[src/rtl/uart_frame_ctrl_pkg.sv]
// uart_frame_ctrl_pkg
// Shared definitions for the UART command-frame controller:
//   - state_t    : frame-assembly FSM states
//   - ERR_*      : error codes reported on o_err_code
//   - CRC8_POLY  : CRC-8 generator polynomial (x^8 + x^2 + x + 1)
//   - TMO_CNT_W  : width of the inter-byte timeout counter
//   - sum8_step  : one step of the default additive check
// Optional feature macro used by the importing files: UART_FRAME_CRC8_EN
package uart_frame_ctrl_pkg;

  typedef enum logic [2:0] {
    ST_IDLE = 3'd0,
    ST_ADDR = 3'd1,
    ST_DHI  = 3'd2,
    ST_DLO  = 3'd3,
    ST_CHK  = 3'd4
  } state_t;

  localparam logic [1:0] ERR_NONE = 2'd0;
  localparam logic [1:0] ERR_CHK  = 2'd1;
  localparam logic [1:0] ERR_ADDR = 2'd2;
  localparam logic [1:0] ERR_TMO  = 2'd3;

  localparam logic [7:0] CRC8_POLY = 8'h07;

  // Large enough for the biggest supported timeout (2^20-1 clocks).
  localparam int TMO_CNT_W = 20;

  // Running additive check: the sum wraps naturally at 8 bits.
  function automatic logic [7:0] sum8_step(input logic [7:0] acc,
                                           input logic [7:0] data);
    return acc + data;
  endfunction

endpackage

[src/rtl/uart_frame_ctrl_crc8_step.sv]
// crc8_step
// One byte of a CRC-8 update (MSB first, no reflection, no final XOR).
// Purely combinational; used only when UART_FRAME_CRC8_EN is defined.
// Ports:
//   i_crc_in  [7:0]  CRC accumulated over the previous bytes
//   i_byte    [7:0]  next message byte
//   o_crc_out [7:0]  CRC including i_byte
module crc8_step
  import uart_frame_ctrl_pkg::*;
(
  input  logic [7:0] i_crc_in,
  input  logic [7:0] i_byte,
  output logic [7:0] o_crc_out
);

  logic [7:0] w_crc;

  // Fold the byte into the register, then shift out eight bits, reducing by
  // the polynomial whenever a one falls off the top.
  always_comb begin
    w_crc = i_crc_in ^ i_byte;
    for (int i = 0; i < 8; i++) begin
      if (w_crc[7]) begin
        w_crc = {w_crc[6:0], 1'b0} ^ CRC8_POLY;
      end else begin
        w_crc = {w_crc[6:0], 1'b0};
      end
    end
  end

  assign o_crc_out = w_crc;

endmodule

[src/rtl/uart_frame_ctrl.sv]
// uart_frame_ctrl
// Assembles 5-byte command frames (sync, addr, data hi, data lo, check) from
// a UART byte stream and issues single-cycle 16-bit register writes. Bad
// checks, out-of-range addresses and inter-byte timeouts drop the frame and
// pulse o_err with a held cause in o_err_code.
// Build option: define UART_FRAME_CRC8_EN to use CRC-8 (poly 0x07) as the
// check byte; otherwise the check is addr+hi+lo mod 256.
// Ports:
//   i_clk         system clock, rising edge
//   i_rst         asynchronous active-high reset
//   i_rx_data[7:0] received byte, valid with i_rx_valid
//   i_rx_valid    one-cycle byte strobe
//   o_wr_en       one-cycle register write strobe
//   o_wr_addr[7:0]  write address, held until the next write
//   o_wr_data[15:0] write data {hi,lo}, held until the next write
//   o_busy        frame in progress
//   o_err         one-cycle frame error strobe
//   o_err_code[1:0] cause of the last error, held until the next error
module uart_frame_ctrl
  import uart_frame_ctrl_pkg::*;
#(
  parameter logic [7:0] SYNC_BYTE   = 8'hAA,
  parameter int         NUM_REGS    = 16,
  parameter int         TIMEOUT_CYC = 50000
) (
  input  logic        i_clk,
  input  logic        i_rst,
  input  logic [7:0]  i_rx_data,
  input  logic        i_rx_valid,
  output logic        o_wr_en,
  output logic [7:0]  o_wr_addr,
  output logic [15:0] o_wr_data,
  output logic        o_busy,
  output logic        o_err,
  output logic [1:0]  o_err_code
);

  localparam logic [TMO_CNT_W-1:0] TMO_LAST   = TMO_CNT_W'(TIMEOUT_CYC - 1);
  localparam logic [8:0]           ADDR_LIMIT = 9'(NUM_REGS);

  state_t                r_state;
  state_t                w_next_state;
  logic [7:0]            r_addr;
  logic [7:0]            r_hi;
  logic [7:0]            r_lo;
  logic [7:0]            r_chk;
  logic [7:0]            w_chk_next;
  logic [TMO_CNT_W-1:0]  r_tmo_cnt;
  logic                  w_expired;
  logic                  w_do_write;
  logic                  w_do_err;
  logic [1:0]            w_err_code;
  logic                  r_wr_en;
  logic [7:0]            r_wr_addr;
  logic [15:0]           r_wr_data;
  logic                  r_err;
  logic [1:0]            r_err_code;

  assign w_expired = (r_tmo_cnt == TMO_LAST);

  // The check is accumulated byte by byte as addr/hi/lo arrive, so the
  // check byte only needs a single compare.
`ifdef UART_FRAME_CRC8_EN
  crc8_step u_crc8_step (
    .i_crc_in  (r_chk),
    .i_byte    (i_rx_data),
    .o_crc_out (w_chk_next)
  );
`else
  assign w_chk_next = sum8_step(r_chk, i_rx_data);
`endif

  // Next-state and frame-outcome decode. A byte arriving on the expiry cycle
  // takes precedence over the timeout, so the timeout only applies when no
  // byte is present.
  always_comb begin
    w_next_state = r_state;
    w_do_write   = 1'b0;
    w_do_err     = 1'b0;
    w_err_code   = ERR_NONE;
    case (r_state)
      ST_IDLE: begin
        if (i_rx_valid && (i_rx_data == SYNC_BYTE)) begin
          w_next_state = ST_ADDR;
        end
      end
      ST_ADDR: if (i_rx_valid) w_next_state = ST_DHI;
      ST_DHI:  if (i_rx_valid) w_next_state = ST_DLO;
      ST_DLO:  if (i_rx_valid) w_next_state = ST_CHK;
      ST_CHK: begin
        if (i_rx_valid) begin
          w_next_state = ST_IDLE;
          if (i_rx_data != r_chk) begin
            w_do_err   = 1'b1;
            w_err_code = ERR_CHK;
          end else if ({1'b0, r_addr} >= ADDR_LIMIT) begin
            w_do_err   = 1'b1;
            w_err_code = ERR_ADDR;
          end else begin
            w_do_write = 1'b1;
          end
        end
      end
      default: w_next_state = ST_IDLE;
    endcase
    if ((r_state != ST_IDLE) && !i_rx_valid && w_expired) begin
      w_next_state = ST_IDLE;
      w_do_err     = 1'b1;
      w_err_code   = ERR_TMO;
    end
  end

  // FSM state register.
  always_ff @(posedge i_clk or posedge i_rst) begin
    if (i_rst) begin
      r_state <= ST_IDLE;
    end else begin
      r_state <= w_next_state;
    end
  end

  // Inter-byte timeout counter: cleared by every accepted byte and held at
  // zero whenever the controller is (or is about to be) idle.
  always_ff @(posedge i_clk or posedge i_rst) begin
    if (i_rst) begin
      r_tmo_cnt <= '0;
    end else if (i_rx_valid || (w_next_state == ST_IDLE)) begin
      r_tmo_cnt <= '0;
    end else begin
      r_tmo_cnt <= r_tmo_cnt + 1'b1;
    end
  end

  // Frame field capture and running check. The check restarts from zero
  // while idle so each frame starts from a clean accumulator.
  always_ff @(posedge i_clk or posedge i_rst) begin
    if (i_rst) begin
      r_addr <= '0;
      r_hi   <= '0;
      r_lo   <= '0;
      r_chk  <= '0;
    end else if (r_state == ST_IDLE) begin
      r_chk <= '0;
    end else if (i_rx_valid) begin
      case (r_state)
        ST_ADDR: begin
          r_addr <= i_rx_data;
          r_chk  <= w_chk_next;
        end
        ST_DHI: begin
          r_hi  <= i_rx_data;
          r_chk <= w_chk_next;
        end
        ST_DLO: begin
          r_lo  <= i_rx_data;
          r_chk <= w_chk_next;
        end
        default: ;
      endcase
    end
  end

  // Registered outputs: strobes last one clock, address/data and error code
  // hold their last values until the next write or error respectively.
  always_ff @(posedge i_clk or posedge i_rst) begin
    if (i_rst) begin
      r_wr_en    <= 1'b0;
      r_wr_addr  <= '0;
      r_wr_data  <= '0;
      r_err      <= 1'b0;
      r_err_code <= ERR_NONE;
    end else begin
      r_wr_en <= w_do_write;
      r_err   <= w_do_err;
      if (w_do_write) begin
        r_wr_addr <= r_addr;
        r_wr_data <= {r_hi, r_lo};
      end
      if (w_do_err) begin
        r_err_code <= w_err_code;
      end
    end
  end

  assign o_wr_en    = r_wr_en;
  assign o_wr_addr  = r_wr_addr;
  assign o_wr_data  = r_wr_data;
  assign o_busy     = (r_state != ST_IDLE);
  assign o_err      = r_err;
  assign o_err_code = r_err_code;

endmodule

[config.mk]
export PLATFORM = sky130hd
export DESIGN_NAME = uart_frame_ctrl
export DESIGN_NICKNAME = d
export VERILOG_FILES = /design/src/rtl/uart_frame_ctrl_pkg.sv /design/src/rtl/uart_frame_ctrl_crc8_step.sv /design/src/rtl/uart_frame_ctrl.sv
export SDC_FILE = /design/constraint.sdc
export NUM_CORES = 1
export LEC_CHECK = 0
export BUFFER_PORTS_ARGS = -buffer_cell sky130_fd_sc_hd__buf_2
export CORE_MARGIN = 10
export CORE_UTILIZATION = 50
export DETAILED_ROUTE_END_ITERATION = 8
export HOLD_SLACK_MARGIN = 0.05
export PLACE_DENSITY = 0.76
export SKIP_CTS_REPAIR_TIMING = 1
export SYNTH_ARGS = -nofsm -noshare
export SYNTH_HDL_FRONTEND = slang
export SYNTH_SLANG_ARGS = --single-unit
[constraint.sdc]
create_clock -name i_clk -period 6 [get_ports i_clk]
set_input_delay 0.9 -clock i_clk [delete_from_list [all_inputs] [get_ports i_clk]]
set_output_delay 0.9 -clock i_clk [all_outputs]
set_load 0.01 [all_outputs]
==> reports/metrics.yaml, run 1 <==
logic_synthesis:
  synthArstFlopShare_pct: 100.0
  ys.flop_type: "dfrtp_1"
  synthDistinctLibCells: 45
  netlist_area_mm2: 0.003766
  synth-seq-cells: 83
  synth_top_area_share_pct: 55.15
  seq_area_frac_synth_pct: 55.15
  ys_warn_count: 0
  syn_nets: 335
  avgSynthCellArea_um2: 11.96
  synth_cells: 315
  yosysTopAreaCell: "dfrtp_1"
  synth_edf_count: 0
  synth_area_leaders: "dfrtp_1, mux2_2, xnor2_1"
sta:
  tightest_slew_ps: 1010
  skew_ps: 13.82
  post-route-min-period_ps: 2542
  rsz0062_at_grt: "no"
  slew_viol_final: 0
  slew_headroom_pct: 32.66
  hold_violations: 0
  min_period_over_period_pct: 42.36
  whs_ps: 480.1
  fin_ws_ps: 3458
  totalNegativeSetupSlack_ps: 0
  setup_viol_count_final: 0
  fmax_ghz: 0.3934
run:
  cap_violations: 0
worst_setup_path:
  end_kind: "flop"
  reg2reg_depth: 6
  cp_max_fo: 25
  cp_data_arrival_time_ps: 2780
  crit_family: "simple AND/OR/NAND/NOR gates"
  r2r-end: "o_wr_data[3]$_DFFE_PP0P_"
  slowest_delay_ps: 380
  critical_path_required_ps: 6240
  crit_chain: "buf_2 > ha_1 > nor4_1 > nand3_1 > nor4_4 > buf_4 > mux2_2"
  rrSetupSlack_ps: 3760
  worstSetupPathType: "primary input to flop"
  r2r-start: "r_chk[4]$_DFFE_PP0P_"
  cp-start-kind: "primary input"
  slowest_stage: "mux2_2"
  critPathBufInv: 2
global_routing:
  globalRouteTotalUtil_pct: 13.67
  antenna_found_initial: 0
  grt_overflow_total: 0
  grt_pass1_vias: 2637
  grt_first_pass_wirelength_um: 12590
  grt_max_degree: 84
detailed_routing:
  drc: 0
  firstDrtPassIters: 4
  drt_iter0_drc: 75
  vias: 2472
  routed_wl_um: 7404
  wl_per_cell_um: 16.03
  vias_per_cell: 5.351
  ant_nets: 0
cts:
  cts_buffers: 9
  clk_pin_slew_ps: 80
  ctsHtreeMaxLevel: 3
  clk_latency_ps: 350
  cts_buffer_depth: 2
  cts_tree: "done"
  cts.sinks: 83
  cts-root-buf: "clkbuf_8"
worst_hold_path:
  hold_depth: 2
  min_path_type: "flop to flop"
  hp-start: "r_lo[1]$_DFFE_PP0P_"
  hold_end: "r_lo[1]$_DFFE_PP0P_"
power:
  seqPwrFrac_pct: 46.8
  internal_power_mw: 1.127
  comb_power_share_pct: 25.7
  ir_drop_mv: 0.2148
  p_clk_share_pct: 27.5
  p_switching_mw: 0.5198
  leakagePower_nw: 2.038
  powerDensity_mw_per_mm2: 385.0
  swShare_pct: 31.57
cells_and_area:
  drive_gt1_share_pct: 30.30
  stdcell_count: 462
  final_net_count: 378
  syn_to_final_growth_pct: 13.55
  fill_cells: 636
  fin_area_mm2: 0.004277
  diodes: 0
floorplanning:
  core_mm2: 0.007292
  die_area_mm2: 0.01140
  ios: 40
  die_h_um: 106.8
  initial_core_util_pct: 51.65
  die_w_um: 106.8
  fp-row-count: 31
placed_design:
  hpwl_um: 5246
  dp_slack_ps: 3064
  place_area_mm2: 0.004048
  placed_cells: 446
  place.gp.congestion: 0.8712
  portBuffers: 39
run_status:
  outcome: "finished, final reports clean"
## worst max-delay path by stage
stage                               endpoint  slack (ps)  cells after the start          from
floorplan                    o_err$_DFF_PP0_        2960                      1         i_rst
global placement    o_wr_data[2]$_DFFE_PP0P_        3110                      7  i_rx_data[4]
detailed placement  o_wr_data[2]$_DFFE_PP0P_        3060                      7  i_rx_data[4]
CTS                 o_wr_data[3]$_DFFE_PP0P_        3460                      7  i_rx_data[4]
global route        o_wr_data[2]$_DFFE_PP0P_        3350                      7  i_rx_data[4]
finish              o_wr_data[3]$_DFFE_PP0P_        3460                      7  i_rx_data[4]
## routing by layer
layer	wire, µm	GRT usage, %
met1	3306	15.98
met3	336	3.832
met2	3608	22.52
met4	154	6.963
met5	0	0
## tightest hold or removal path, delay by kind of cell (launching register included)
kind / cells / cell delay, ps
flops: 1 / 340
compound gates: 1 / 60
simple gates: 1 / 40
## cells by family after synthesis
| kind of cell | Yosys count | synth area share [%] |
|---|---|---|
| xor+xnor | 23 | 5.349 |
| flops | 83 | 55.15 |
| mux | 43 | 12.86 |
| compound gates | 29 | 5.083 |
| simple gates | 107 | 15.75 |
| fa+ha+maj | 9 | 3.189 |
| buf+inv | 21 | 2.624 |
## synthesized netlist by cell type (7+ instances only)
cell type	number
dfrtp_1	83
ha_1	8
inv_1	11
mux2_2	43
nand2_1	20
nand3_1	11
nor2_1	30
nor3_1	7
o21ai_0	8
xnor2_1	14
xor2_1	9
## final cells by class
type / instances / area, µm² / share of cell area, %
inverter: 12 / 46.29 / 1.083
multi-input combinational: 211 / 1590 / 37.19
clock inverter: 7 / 105.1 / 2.458
sequential: 83 / 2077 / 48.57
clock buffer: 9 / 123.9 / 2.896
tap: 99 / 123.9 / 2.896
timing repair buffer: 41 / 210.2 / 4.915
## power by group through the flow
stage                     clock, mW  combinational [mW]  sequential, mW
final                         0.453               0.424           0.770
after CTS                     0.465               0.430           0.770
after global routing          0.486               0.478           0.787
after detailed placement          0               0.427           0.780
after floorplan                   0               0.349           0.747
after global placement            0               0.410           0.774
## sequential cells by signal (all words and copies together) (netlist names)
| signal | count |
|---|---|
| r_tmo_cnt | 20 |
| o_wr_data | 16 |
| o_wr_addr | 8 |
| r_addr | 8 |
| r_chk | 8 |
| r_hi | 8 |
| r_lo | 8 |
| r_state | 3 |
| o_err_code | 2 |
| o_err | 1 |
| o_wr_en | 1 |
## metrics by stage
step                power (mW)  util (%)
finish                   1.646     58.65
global route             1.751     58.65
CTS                      1.666     58.65
detailed placement       1.208     55.51
global placement         1.184     55.51
floorplan                1.095         -
## cell usage in the layout, fill, tap and decap left out, types with 7 or more instances in the layout
| master | count |
|---|---|
| mux2_2 | 43 |
| o21ai_0 | 8 |
| buf_2 | 39 |
| xnor2_1 | 14 |
| nand3_1 | 11 |
| xor2_1 | 9 |
| nor2_1 | 30 |
| inv_1 | 10 |
| clkbuf_8 | 9 |
| dfrtp_1 | 83 |
| nor3_1 | 7 |
| nand2_1 | 20 |
| ha_1 | 8 |
Note: power is estimated with default switching activity, not from simulation.
==> inputs of run 2 (changes only) <==
ABC_AREA = 1   (was unset)
PLACE_DENSITY = 0.75   (was 0.76)
clock period = 2.5 ns   (was 6 ns; I/O delays follow)
==> run 2 against run 1 <==
Net effect:
- synthesized cell count is 51% higher
- critical path type is now flop to flop
- die area rose by 5.0%
- largest cell class unchanged
- worst hold slack got worse by 370 ps
- utilization fell by 0.84 points
==> reports/metrics.yaml, run 2 <==
placed_design:
  place.gp.congestion: 0.8811
  hpwl_um: 6158
  portBuffers: 39
power:
  ir_drop_mv: 0.6036
  internal_power_mw: 2.483
  p_total_mw: 3.863
  leakagePower_nw: 2.358
  powerDensity_mw_per_mm2: 860.2
  p_clk_share_pct: 25.7
  seqPwrFrac_pct: 46.7
  swShare_pct: 35.72
  comb_power_share_pct: 27.6
  p_switching_mw: 1.380
logic_synthesis:
  yosysMostFrequentCell: "nand2_1"
  synth_cells: 475
  synthArstFlopShare_pct: 100.0
  ys.flop_type: "dfrtp_1"
  seq_area_frac_synth_pct: 51.92
  synth_area_leaders: "dfrtp_1, nand2_1, inv_1"
  ys_top_cells_by_count: "nand2_1, dfrtp_1, inv_1"
  synthDistinctLibCells: 34
  ys_warn_count: 0
  avgSynthCellArea_um2: 8.421
  syn_nets: 495
  synth-seq-cells: 83
  yosysTopAreaCell: "dfrtp_1"
  netlist_area_mm2: 0.004000
  synth_top_area_share_pct: 51.92
  synth_edf_count: 0
cells_and_area:
  final_common_cell: "nand2_1"
  diodes: 0
  largest_register_ffs: 20
  largest-register: "r_tmo_cnt"
  final_net_count: 537
  fill_cells: 728
  fin_util_pct: 57.81
  syn_to_final_growth_pct: 12.26
  drive_gt1_share_pct: 19.35
  layout_common_cells: "nand2_1, dfrtp_1, inv_1, buf_2, nor2_1"
sta:
  hold_violations: 0
  min_period_over_period_pct: 74.94
  setup_viol_count_final: 0
  totalNegativeSetupSlack_ps: 0
  tightest_slew_ps: 683.3
  skew_ps: 8.332
  slew_viol_final: 0
  slew_headroom_pct: 54.35
  fmax_ghz: 0.5338
  rsz0062_at_grt: "no"
  post-route-min-period_ps: 1874
floorplanning:
  ios: 40
  die_w_um: 109.4
  die_h_um: 109.4
  initial_core_util_pct: 51.50
  core_mm2: 0.007767
  die_area_mm2: 0.01198
  fp-row-count: 32
cts:
  cts_buffer_depth: 2
  cts_buffers: 9
  ctsHtreeMaxLevel: 3
  clk_pin_slew_ps: 90
  clk_latency_ps: 350
  cts_tree: "done"
  cts.sinks: 83
  cts-root-buf: "clkbuf_8"
detailed_routing:
  wl_per_cell_um: 13.28
  drt_iter0_drc: 147
  drc: 0
  vias: 3119
  firstDrtPassIters: 4
  vias_per_cell: 4.998
  ant_nets: 0
  routed_wl_um: 8289
global_routing:
  grt_pass1_vias: 3098
  grt_overflow_total: 0
  globalRouteTotalUtil_pct: 15.02
  grt_first_pass_wirelength_um: 14490
  antenna_found_initial: 0
  grt_max_degree: 53
worst_setup_path:
  r2r-end: "r_tmo_cnt[1]$_DFF_PP0_"
  worstSetupPathType: "flop to flop"
  rrSetupSlack_ps: 630
  critical_path_required_ps: 2720
  cp_max_fo: 20
  cp-start-kind: "flop"
  r2r-start: "r_tmo_cnt[0]$_DFF_PP0_"
  reg2reg_depth: 8
  path_common_cell: "nand2_1"
  cp_data_arrival_time_ps: 2100
  slowest_stage: "nand2_2"
  slowest_delay_ps: 460
  end_kind: "flop"
  crit_chain: "ha_1 > nand3_1 > nor3_1 > nand2_1 > nand2_1 > nand2_1 > nand2_2 > nor2_2"
run:
  cap_violations: 0
worst_hold_path:
  min_path_type: "primary input to async pin"
run_status:
  outcome: "finished, final reports clean"
## run 2: area by class of cell
class | instances | area (µm²) | share of cell area [%]
clock buffer | 9 | 123.9 | 2.758
timing repair buffer | 41 | 222.7 | 4.960
tap | 102 | 127.6 | 2.842
clock inverter | 7 | 83.83 | 1.867
sequential | 83 | 2077 | 46.25
multi-input combinational | 333 | 1667 | 37.11
inverter | 49 | 188.9 | 4.207
## run 2: routing by layer
metal	vias up	global-route usage, %	share of wire [%]
li1	1575	-	-
met3	5	4.272	5.9
met1	1477	18.46	45
met4	0	3.996	0.84
met5	-	0	0
met2	62	25.38	49
## run 2: metrics by stage
step                setup slack [ps]  hold slack, ps  cell area, µm²  std cells
floorplan                      895.3           441.7            4004        475
global placement               631.2           454.5            4283        608
detailed placement             561.0           459.8            4283        608
CTS                            605.2           124.8            4491        624
global route                   409.2           165.2            4491        624
finish                         626.5           112.9            4491        624
## run 2: how the worst max path moves through the flow
stage | from | end | slack (ps) | cells past startpoint
after detailed placement | i_rx_data[3] | o_wr_data[13]$_DFFE_PP0P_ | 560 | 8
after CTS | r_tmo_cnt[0]$_DFF_PP0_ | r_tmo_cnt[10]$_DFF_PP0_ | 610 | 8
after floorplan | i_rx_data[4] | o_wr_addr[0]$_DFFE_PP0P_ | 900 | 7
after global placement | i_rx_data[4] | o_wr_addr[1]$_DFFE_PP0P_ | 630 | 8
after global routing | r_tmo_cnt[0]$_DFF_PP0_ | r_tmo_cnt[1]$_DFF_PP0_ | 410 | 8
final | r_tmo_cnt[0]$_DFF_PP0_ | r_tmo_cnt[1]$_DFF_PP0_ | 630 | 8
## run 2: critical path, delay by kind of cell (launching register included)
| kind | cells | cell delay, ps |
|---|---|---|
| adder cells (fa/ha/maj) | 1 | 220 |
| AND/OR/NAND/NOR | 7 | 1130 |
| flip-flops | 1 | 390 |
## run 2: power groups by stage
stage	Sequential, mW	Combinational (mW)	Clock (mW)
after global routing	1.84	1.24	1.08
final	1.80	1.06	0.994
after global placement	1.81	1.02	0
after floorplan	1.79	0.852	0
after CTS	1.80	1.08	1.02
after detailed placement	1.83	1.07	0
## run 2: kinds of logic after synthesis
kind of cell | after synthesis | share of synthesized area [%]
buffers and inverters | 59 | 6.412
AO/OA/AOI/OAI | 47 | 6.350
adder cells (fa/ha/maj) | 9 | 3.003
flip-flops | 83 | 51.92
XOR/XNOR | 16 | 3.503
AND/OR/NAND/NOR | 261 | 28.81
==> inputs of run 3 (changes only) <==
PLACE_DENSITY = 0.78   (was 0.75)
clock period = 1.65 ns   (was 2.5 ns; I/O delays follow)
==> run 3 against run 2 <==
Net effect:
- the run now ends with negative setup slack left
- first-iteration DRC count is 35% higher
- worst hold slack better by 140 ps
- worst setup slack worse by 680 ps
- sequential power is 57% higher
- largest power group unchanged
- power is 70% higher
==> reports/metrics.yaml, run 3 (synthesized netlist as in run 2, its figures left out) <==
cells_and_area:
  final_net_count: 589
  largest_register_ffs: 20
  syn_to_final_growth_pct: 30.18
  fin_util_pct: 67.04
  drive_gt1_share_pct: 33.97
  fin_area_mm2: 0.005207
  final_common_cell: "nand2_1"
  largest-register: "r_tmo_cnt"
  layout_common_cells: "nand2_1, dfrtp_1, buf_4, inv_1, buf_2"
  diodes: 0
sta:
  whs_ps: 253.1
  fin_ws_ps: -57.53
  min_period_over_period_pct: 103.5
  post-route-min-period_ps: 1708
  slew_headroom_pct: 70.35
  slew_viol_final: 0
  skew_ps: 13.42
  rsz0062_at_grt: "yes"
  tightest_slew_ps: 444.8
  setup_viol_count_final: 14
  fmax_ghz: 0.5856
  hold_violations: 0
worst_setup_path:
  slowest_delay_ps: 410
  critical_path_required_ps: 1950
  end_kind: "flop"
  cp_max_fo: 8
  crit_family: "simple AND/OR/NAND/NOR gates"
  reg2reg_depth: 8
  cp-start-kind: "flop"
  critPathBufInv: 2
  slowest_stage: "dfrtp_1"
  worstSetupPathType: "flop to flop"
  crit_chain: "ha_4 > nor3_2 > and3_4 > nand4_4 > clkinv_4 > clkbuf_16 > nand2_2 > nand2_1"
  cp_data_arrival_time_ps: 2010
  cp_num_cells: 8
cts:
  cts.sinks: 83
  cts_tree: "done"
  clk_latency_ps: 360
  cts-root-buf: "clkbuf_8"
  cts_buffer_depth: 2
  ctsHtreeMaxLevel: 3
  clk_pin_slew_ps: 90
  cts_buffers: 9
global_routing:
  grt_overflow_total: 0
  grt_pass1_vias: 3103
  grt_first_pass_wirelength_um: 14230
  antenna_found_initial: 0
  grt_max_degree: 84
  globalRouteTotalUtil_pct: 14.74
power:
  ir_drop_mv: 0.9811
  powerDensity_mw_per_mm2: 1261
  leakagePower_nw: 2.703
  p_total_mw: 6.568
worst_hold_path:
  min_path_type: "primary input to flop"
  hold_depth: 4
run:
  cap_violations: 0
detailed_routing:
  met2_length_um: 5055
  vias: 3476
  drc: 0
  wl_per_cell_um: 14.42
  dr_wl_met3_um: 690
  topRoutingLayerUsed: "met4"
  firstDrtPassIters: 4
  drt_iter0_drc: 198
  met1Wirelength_um: 3864
  ant_nets: 0
  vias_per_cell: 5.142
  routed_wl_um: 9745
floorplanning:
  die_area_mm2: 0.01198
  ios: 40
  core_mm2: 0.007767
  die_h_um: 109.4
  initial_core_util_pct: 51.50
  die_w_um: 109.4
  fp-row-count: 32
run_status:
  outcome: "complete, but fails checks"
  violations: "negative setup slack"
placed_design:
  portBuffers: 39
  place_area_mm2: 0.004546
  place.gp.congestion: 0.9135
  dp_slack_ps: -21.98
  hpwl_um: 6252
[run 3: changes by cell type in the layout (fill, tap and decap cells not counted), sizes merged]
| cell | change |
|---|---|
| dlygate4sd3 | +1 |
| clkinv | -2 |
| clkbuf | +4 |
| buf | +48 |
| inv | -1 |
| clkinvlp | +2 |
[run 3: power breakdown]
part	switching [mW]	total, mW	leakage (nW)	internal [mW]
logic	1.26	2.28	1.53	1.02
registers	0.358	2.83	1.09	2.47
clock network	0.751	1.47	0.0910	0.715
total	2.37	6.57	2.70	4.20
[run 3: layout make-up]
cell class | count | area (µm²)
Multi-Input combinational cell | 333 | 1882
Fill cell | 608 | 2560
Sequential cell | 83 | 2079
Inverter | 49 | 192.7
Timing Repair Buffer | 93 | 725.7
Clock buffer | 10 | 127.6
Tap cell | 102 | 127.6
Clock inverter | 6 | 72.57
[run 3: per-stage QoR]
step                      TNS, ps  instances
final                      -364.3        676
after global routing        -2638        676
after CTS                  -610.1        654
after detailed placement   -210.7        638
after global placement          0        638
after floorplan                 0        475
[run 3: routing by layer]
metal / vias up / track usage (%)
li1: 1683 / -
met1: 1684 / 18.00
met2: 96 / 24.40
met3: 13 / 4.564
met4: 0 / 4.740
met5: - / 0
[run 3: worst paths after layout]
path / start / to / slack [ps]
min in group asynchronous: i_rst / r_chk[5]$_DFFE_PP0P_ / 520
worst max-delay path: r_chk[4]$_DFFE_PP0P_ / o_wr_data[0]$_DFFE_PP0P_ / -60
worst min register to register: r_lo[2]$_DFFE_PP0P_ / o_wr_data[2]$_DFFE_PP0P_ / 470
worst min-delay path: i_rx_valid / r_state[2]$_DFF_PP0_ / 250
max in group asynchronous: i_rst / r_state[1]$_DFF_PP0_ / 740
worst max register to register: r_chk[4]$_DFFE_PP0P_ / o_wr_data[0]$_DFFE_PP0P_ / -60
[run 3: worst min-delay path, delay by kind of cell]
kind | cells | cell delay [ps]
buffers and inverters | 2 | 200
AO/OA/AOI/OAI | 1 | 90
AND/OR/NAND/NOR | 1 | 50
